<file path="config.mk">
export PLATFORM = sky130hd
export DESIGN_NAME = pipelined_nbit_adder
export DESIGN_NICKNAME = d
export VERILOG_FILES = /design/src/rtl/adder_pkg.sv /design/src/rtl/adder_chunk_stage.sv /design/src/rtl/pipelined_nbit_adder.sv
export SDC_FILE = /design/constraint.sdc
export NUM_CORES = 1
export LEC_CHECK = 0
export CORE_ASPECT_RATIO = 1.25
export CORE_UTILIZATION = 50
export DETAILED_ROUTE_END_ITERATION = 10
export PLACE_DENSITY = 0.7
export SYNTH_ARGS = -nofsm -noshare
export SYNTH_HDL_FRONTEND = slang
export SYNTH_SLANG_ARGS = --single-unit
</file>
<file path="constraint.sdc">
create_clock -name clk -period 3.07 [get_ports clk]
set_input_delay 0.7675 -clock clk [delete_from_list [all_inputs] [get_ports clk]]
set_output_delay 0.7675 -clock clk [all_outputs]
set_load 0.05 [all_outputs]
</file>
<file path="src/rtl/adder_pkg.sv">
// Shared types and elaboration helpers for the pipelined slice adder.
// Holds the per-stage control struct and the N/CHUNK geometry checks.
package adder_pkg;

   typedef struct packed {
      logic valid;
      logic carry;
   } stage_ctl_t;

   function automatic int adder_stages(input int n, input int chunk);
      return n / chunk;
   endfunction

   function automatic bit adder_cfg_ok(input int n, input int chunk);
      return (chunk > 0) && (n >= chunk) && ((n % chunk) == 0);
   endfunction

endpackage

</file>
<file path="src/rtl/adder_chunk_stage.sv">
// One registered CHUNK-bit slice add with carry in/out and a valid bit.
// Latency 1 cycle; loads only when advance=1, otherwise holds (stalls with the pipe).
module adder_chunk_stage
   import adder_pkg::*;
#(
   parameter int CHUNK = 8
) (
   input  logic             clk,
   input  logic             rst_n,
   input  logic             advance,
   input  stage_ctl_t       ctl_in,
   input  logic [CHUNK-1:0] a,
   input  logic [CHUNK-1:0] b,
   output stage_ctl_t       ctl_out,
   output logic [CHUNK-1:0] sum
);

   logic [CHUNK:0] total;

   assign total = {1'b0, a} + {1'b0, b} + {{CHUNK{1'b0}}, ctl_in.carry};

   always_ff @(posedge clk or negedge rst_n) begin
      if (!rst_n) begin
         ctl_out <= '0;
         sum     <= '0;
      end else if (advance) begin
         ctl_out <= '{valid: ctl_in.valid, carry: total[CHUNK]};
         sum     <= total[CHUNK-1:0];
      end
   end

endmodule

</file>
<file path="src/rtl/pipelined_nbit_adder.sv">
// Pipelined N-bit add/subtract, one CHUNK-bit slice per stage; ADDER_OVF_FLAG_EN adds the ovf port.
// Latency STAGES cycles from accept to out_valid, one beat per cycle.
// Backpressure: the whole pipe stalls while out_valid && !out_ready; in_ready is the advance enable.
module pipelined_nbit_adder
   import adder_pkg::*;
#(
   parameter int N     = 32,
   parameter int CHUNK = 8
) (
   input  logic         clk,
   input  logic         rst_n,
   input  logic         in_valid,
   output logic         in_ready,
   input  logic [N-1:0] a,
   input  logic [N-1:0] b,
   input  logic         c_in,
   input  logic         sub,
   output logic         out_valid,
   input  logic         out_ready,
   output logic [N-1:0] sum,
`ifdef ADDER_OVF_FLAG_EN
   output logic         c_out,
   output logic         ovf
`else
   output logic         c_out
`endif
);

   localparam int STAGES = adder_stages(N, CHUNK);

   if (!adder_cfg_ok(N, CHUNK)) begin : g_cfg_err
      $error("pipelined_nbit_adder: N (%0d) must be a positive multiple of CHUNK (%0d)", N, CHUNK);
   end

   logic         advance;
   logic [N-1:0] b_eff;
   logic         cin_eff;

   assign advance  = !out_valid || out_ready;
   assign in_ready = advance;
   assign b_eff    = sub ? ~b : b;
   assign cin_eff  = sub ? ~c_in : c_in;

   for (genvar k = 0; k < STAGES; k++) begin : g_stage
      localparam int LO = k * CHUNK;

      // Operand bits from this slice upward, time-aligned to this stage.
      logic [N-1:LO]       a_up;
      logic [N-1:LO]       b_up;
      logic [LO+CHUNK-1:0] res;
      stage_ctl_t          ctl_in;
      stage_ctl_t          ctl_out;
      logic [CHUNK-1:0]    sum_slice;

      if (k == 0) begin : g_first
         assign a_up   = a;
         assign b_up   = b_eff;
         assign ctl_in = '{valid: in_valid, carry: cin_eff};
         assign res    = sum_slice;
      end else begin : g_next
         logic [LO-1:0] lo_dly;

         always_ff @(posedge clk or negedge rst_n) begin
            if (!rst_n) begin
               a_up   <= '0;
               b_up   <= '0;
               lo_dly <= '0;
            end else if (advance) begin
               a_up   <= g_stage[k-1].a_up[N-1:LO];
               b_up   <= g_stage[k-1].b_up[N-1:LO];
               lo_dly <= g_stage[k-1].res;
            end
         end

         assign ctl_in = g_stage[k-1].ctl_out;
         assign res    = {sum_slice, lo_dly};
      end

      adder_chunk_stage #(
         .CHUNK (CHUNK)
      ) u_stage (
         .clk     (clk),
         .rst_n   (rst_n),
         .advance (advance),
         .ctl_in  (ctl_in),
         .a       (a_up[LO +: CHUNK]),
         .b       (b_up[LO +: CHUNK]),
         .ctl_out (ctl_out),
         .sum     (sum_slice)
      );
   end

   assign out_valid = g_stage[STAGES-1].ctl_out.valid;
   assign c_out     = g_stage[STAGES-1].ctl_out.carry;
   assign sum       = g_stage[STAGES-1].res;

`ifdef ADDER_OVF_FLAG_EN
   logic a_sign;
   logic b_sign;

   // Operand signs ride alongside the top slice so ovf lines up with sum.
   always_ff @(posedge clk or negedge rst_n) begin
      if (!rst_n) begin
         a_sign <= 1'b0;
         b_sign <= 1'b0;
      end else if (advance) begin
         a_sign <= g_stage[STAGES-1].a_up[N-1];
         b_sign <= g_stage[STAGES-1].b_up[N-1];
      end
   end

   assign ovf = (a_sign == b_sign) && (sum[N-1] != a_sign);
`endif

endmodule

</file>
==> qor.yml <==
antenna_found_initial: 0
track_usage_pct: 19.9
drv_cap: 0
design.core.area_um2: 16800
max_freq_ghz: 0.396
slowest_stage: "fa_1"
cp_max_fo: 4
hp-class: "input port to async pin"
status: "completed"
cpMostUsedCell: "fa_1"
timing.rr.start: "g_stage[2].u_stage.ctl_out[0]"
clk_latency_ns: 0.43
p_seq_share_pct: 37.4
r2r_slack_ns: 0.68
seq_area_um2: 4600
cts_hold_buf: 0
htreeDepth: 4
power_frac_comb_pct: 42.9
die_h_um: 148
final_nets: 1117
slew_headroom_pct: 62.3
regToRegEndpoint: "g_stage[3].u_stage.ctl_out[0]"
grt_pass1_wl_um: 28300
switchingPower_mw: 4.38
reg2regPathDepth: 6
hpwlAfterDp_um: 10800
p_clk_share_pct: 19.8
drt_iter0_markers: 276
cp.arrival_ns: 2.90
endpoint_kind: "register"
p_int_mw: 6.69
cts.clk_slew.worst_paths_ns: 0.07
fin_tns_setup_ns: 0
firstDrtPassIters: 4
cp_num_buf_inv: 2
synth_nets: 1031
rsz0062_at_grt: "no"
required_ns: 3.44
ys_ff_latch: 184
switching_share_pct: 39.6
synth_cell_types: 39
cts_root_buf: "clkbuf_16"
setup_viol: 0
drive_gt1_share_pct: 4.79
syn_to_final_growth_pct: 21.1
diodes: 0
syn_area_um2: 8580
initial_core_util_pct: 51.1
clock-skew-final_ns: 0.0167
synth_warnings: 0
grt_max_degree: 114
multi_input_area_um2: 3710
io-pin-count: 105
path_cells: "clkdlybuf4s50_1, xor2_1, fa_1, inv_1, fa_1, nor2b_1, o31a_1, or3_1, nand3_1"
postCtsSetupBuffers: 0
powerDensity_nw_per_um2: 1070
ant_nets: 0
vias_per_cell: 4.95
grt_pass1_vias: 6327
peakVddDrop_mv: 0.492
overflow: 0
start_kind: "input port"
numPortBuffers: 104
cpPeakStageDelay_ns: 0.46
drc: 0
cts.repair.resized: 0
synthCells: 925
rows: 53
wl_per_cell_um: 12.9
wl_um: 16100
finalCritPeriodShare_pct: 82.3
die_width_um: 119
cts_buffers: 17
clkSinkCount: 184
fin_crit_ns: 2.53
gp_congestion: 0.770
finalMaxSlewViolations: 0
cts_tree: "built"
tightest_slew_ns: 0.563
vias: 6153
path_class: "input port to register"
yosysSeqAreaShare_pct: 53.7
final-hold-violation-count: 0
hold-worst-slack_ns: 0.319
leakage_nw: 4.98
clockBufferDepth: 2
die-area_um2: 17700
syn_area_per_cell_um2: 9.28
cp_top_family: "adder cells"
fill_cells: 1460
[layer usage]
layer  vias up  share of wire, %  global-route usage (%)
li1       3197                 -                       -
met1      2849                47                    24.4
met2        93                49                    34.9
met3        14               2.9                    4.64
met4         0               1.2                    5.95
met5         -                 0                       0
[worst max path at each step]
stage                     start                   endpoint  cells after the start
after floorplan             sub  g_stage[0].u_stage.sum[6]                     10
after global placement     b[0]  g_stage[0].u_stage.sum[6]                      9
after detailed placement   b[0]  g_stage[0].u_stage.sum[6]                      9
after CTS                  b[0]  g_stage[0].u_stage.sum[6]                      9
after global routing       b[0]  g_stage[0].u_stage.sum[6]                      9
final                      b[0]  g_stage[0].u_stage.sum[6]                      9
[worst register-to-register path, cell delays in order (launching register included)]
cell and delay [ns]:
dfrtp_1 0.41, fa_1 0.50, fa_1 0.46, a211oi_2 0.27
nor2_1 0.10, o31a_1 0.27, o31a_1 0.28
[sequential cells by signal (all words and copies together), names as in the netlist]
name and count:
g_stage.b_up 48, g_stage.g_next.lo_dly 48, g_stage.u_stage.sum 32, g_stage.a_up 48, g_stage.u_stage.ctl_out 8
[area by class of cell]
| class | instances | share of cell area (%) |
|---|---|---|
| Timing Repair Buffer | 114 | 11.3 |
| Multi-Input combinational cell | 689 | 35.7 |
| Tap cell | 220 | 2.65 |
| Clock inverter | 9 | 1.12 |
| Clock buffer | 23 | 4.70 |
| Sequential cell | 184 | 44.3 |
| Inverter | 5 | 0.205 |
[power by group through the flow]
stage               combinational [mW]  sequential (mW)  clock [mW]
floorplan                         2.84             4.79           0
global placement                  4.69             4.15           0
detailed placement                4.77             4.19           0
CTS                               4.81             4.15        2.24
global route                      5.33             4.27        2.34
finish                            4.75             4.13        2.19
[per-stage QoR]
step | area, um2 | power (mW) | cells | setup slack [ns] | utilization, %
after floorplan | 8580 | 7.63 | 925 | 0.293 | -
after global placement | 9790 | 8.84 | 1212 | 0.133 | 58.3
after detailed placement | 9790 | 8.96 | 1212 | 0.0858 | 58.3
after CTS | 10400 | 11.2 | 1244 | 0.540 | 61.9
after global routing | 10400 | 11.9 | 1244 | 0.442 | 61.9
final | 10400 | 11.1 | 1244 | 0.544 | 61.9
[cells by family (layout without fill, tap and decap cells)]
logic type / after synthesis / in the layout / share of synthesized area [%]
AOI/OAI and AO/OA: 118 / 118 / 9.23
muxes: 7 / 7 / 0.817
xor gates and xnor gates: 37 / 37 / 3.78
adders and majority gates: 36 / 36 / 5.95
buffers and inverters: 52 / 151 / 3.09
DFF: 184 / 184 / 53.7
and+or+nand+nor: 491 / 491 / 23.5
[cell usage after synthesis]
cell | count | area share (%)
clkbuf_1 | 6 | 0.26
nand3_1 | 4 | 0.23
a21o_1 | 8 | 0.70
or3_1 | 3 | 0.22
inv_2 | 1 | 0.044
a211o_1 | 1 | 0.10
o21a_2 | 1 | 0.10
dfrtp_1 | 184 | 54
a211oi_2 | 3 | 0.44
buf_6 | 3 | 0.39
ha_1 | 28 | 4.1
xor2_1 | 10 | 1.0
o31ai_1 | 8 | 0.70
o21bai_1 | 7 | 0.61
or4b_1 | 3 | 0.35
o21ai_0 | 47 | 2.7
nor3b_1 | 20 | 1.7
a21oi_1 | 6 | 0.35
mux2i_1 | 7 | 0.82
nor2b_4 | 1 | 0.16
nor2_1 | 6 | 0.26
o2111ai_1 | 1 | 0.10
nor3_1 | 9 | 0.52
a211oi_1 | 16 | 1.4
and3_1 | 1 | 0.073
a221oi_1 | 4 | 0.41
nand2b_1 | 7 | 0.51
xnor2_1 | 27 | 2.8
nor4_1 | 2 | 0.15
inv_1 | 4 | 0.17
o21a_1 | 5 | 0.44
nand2_1 | 431 | 19
nor4b_1 | 3 | 0.31
fa_1 | 8 | 1.9
o31a_1 | 7 | 0.71
a221o_1 | 1 | 0.12
buf_2 | 38 | 2.2
nor2b_1 | 1 | 0.073
o22a_1 | 3 | 0.31
[cells in the final DEF (no fill, tap or decap), drive strengths merged, types with 8 or more instances in the layout]
cell type	n
a211oi	19
xnor2	27
dfrtp	184
clkdlybuf4s50	101
a21o	8
clkbuf	24
o31ai	8
xor2	10
nand2	431
ha	28
fa	8
nor3b	20
o21ai	47
buf	12
nor3	9
Note: power is estimated with default switching activity, not from simulation.
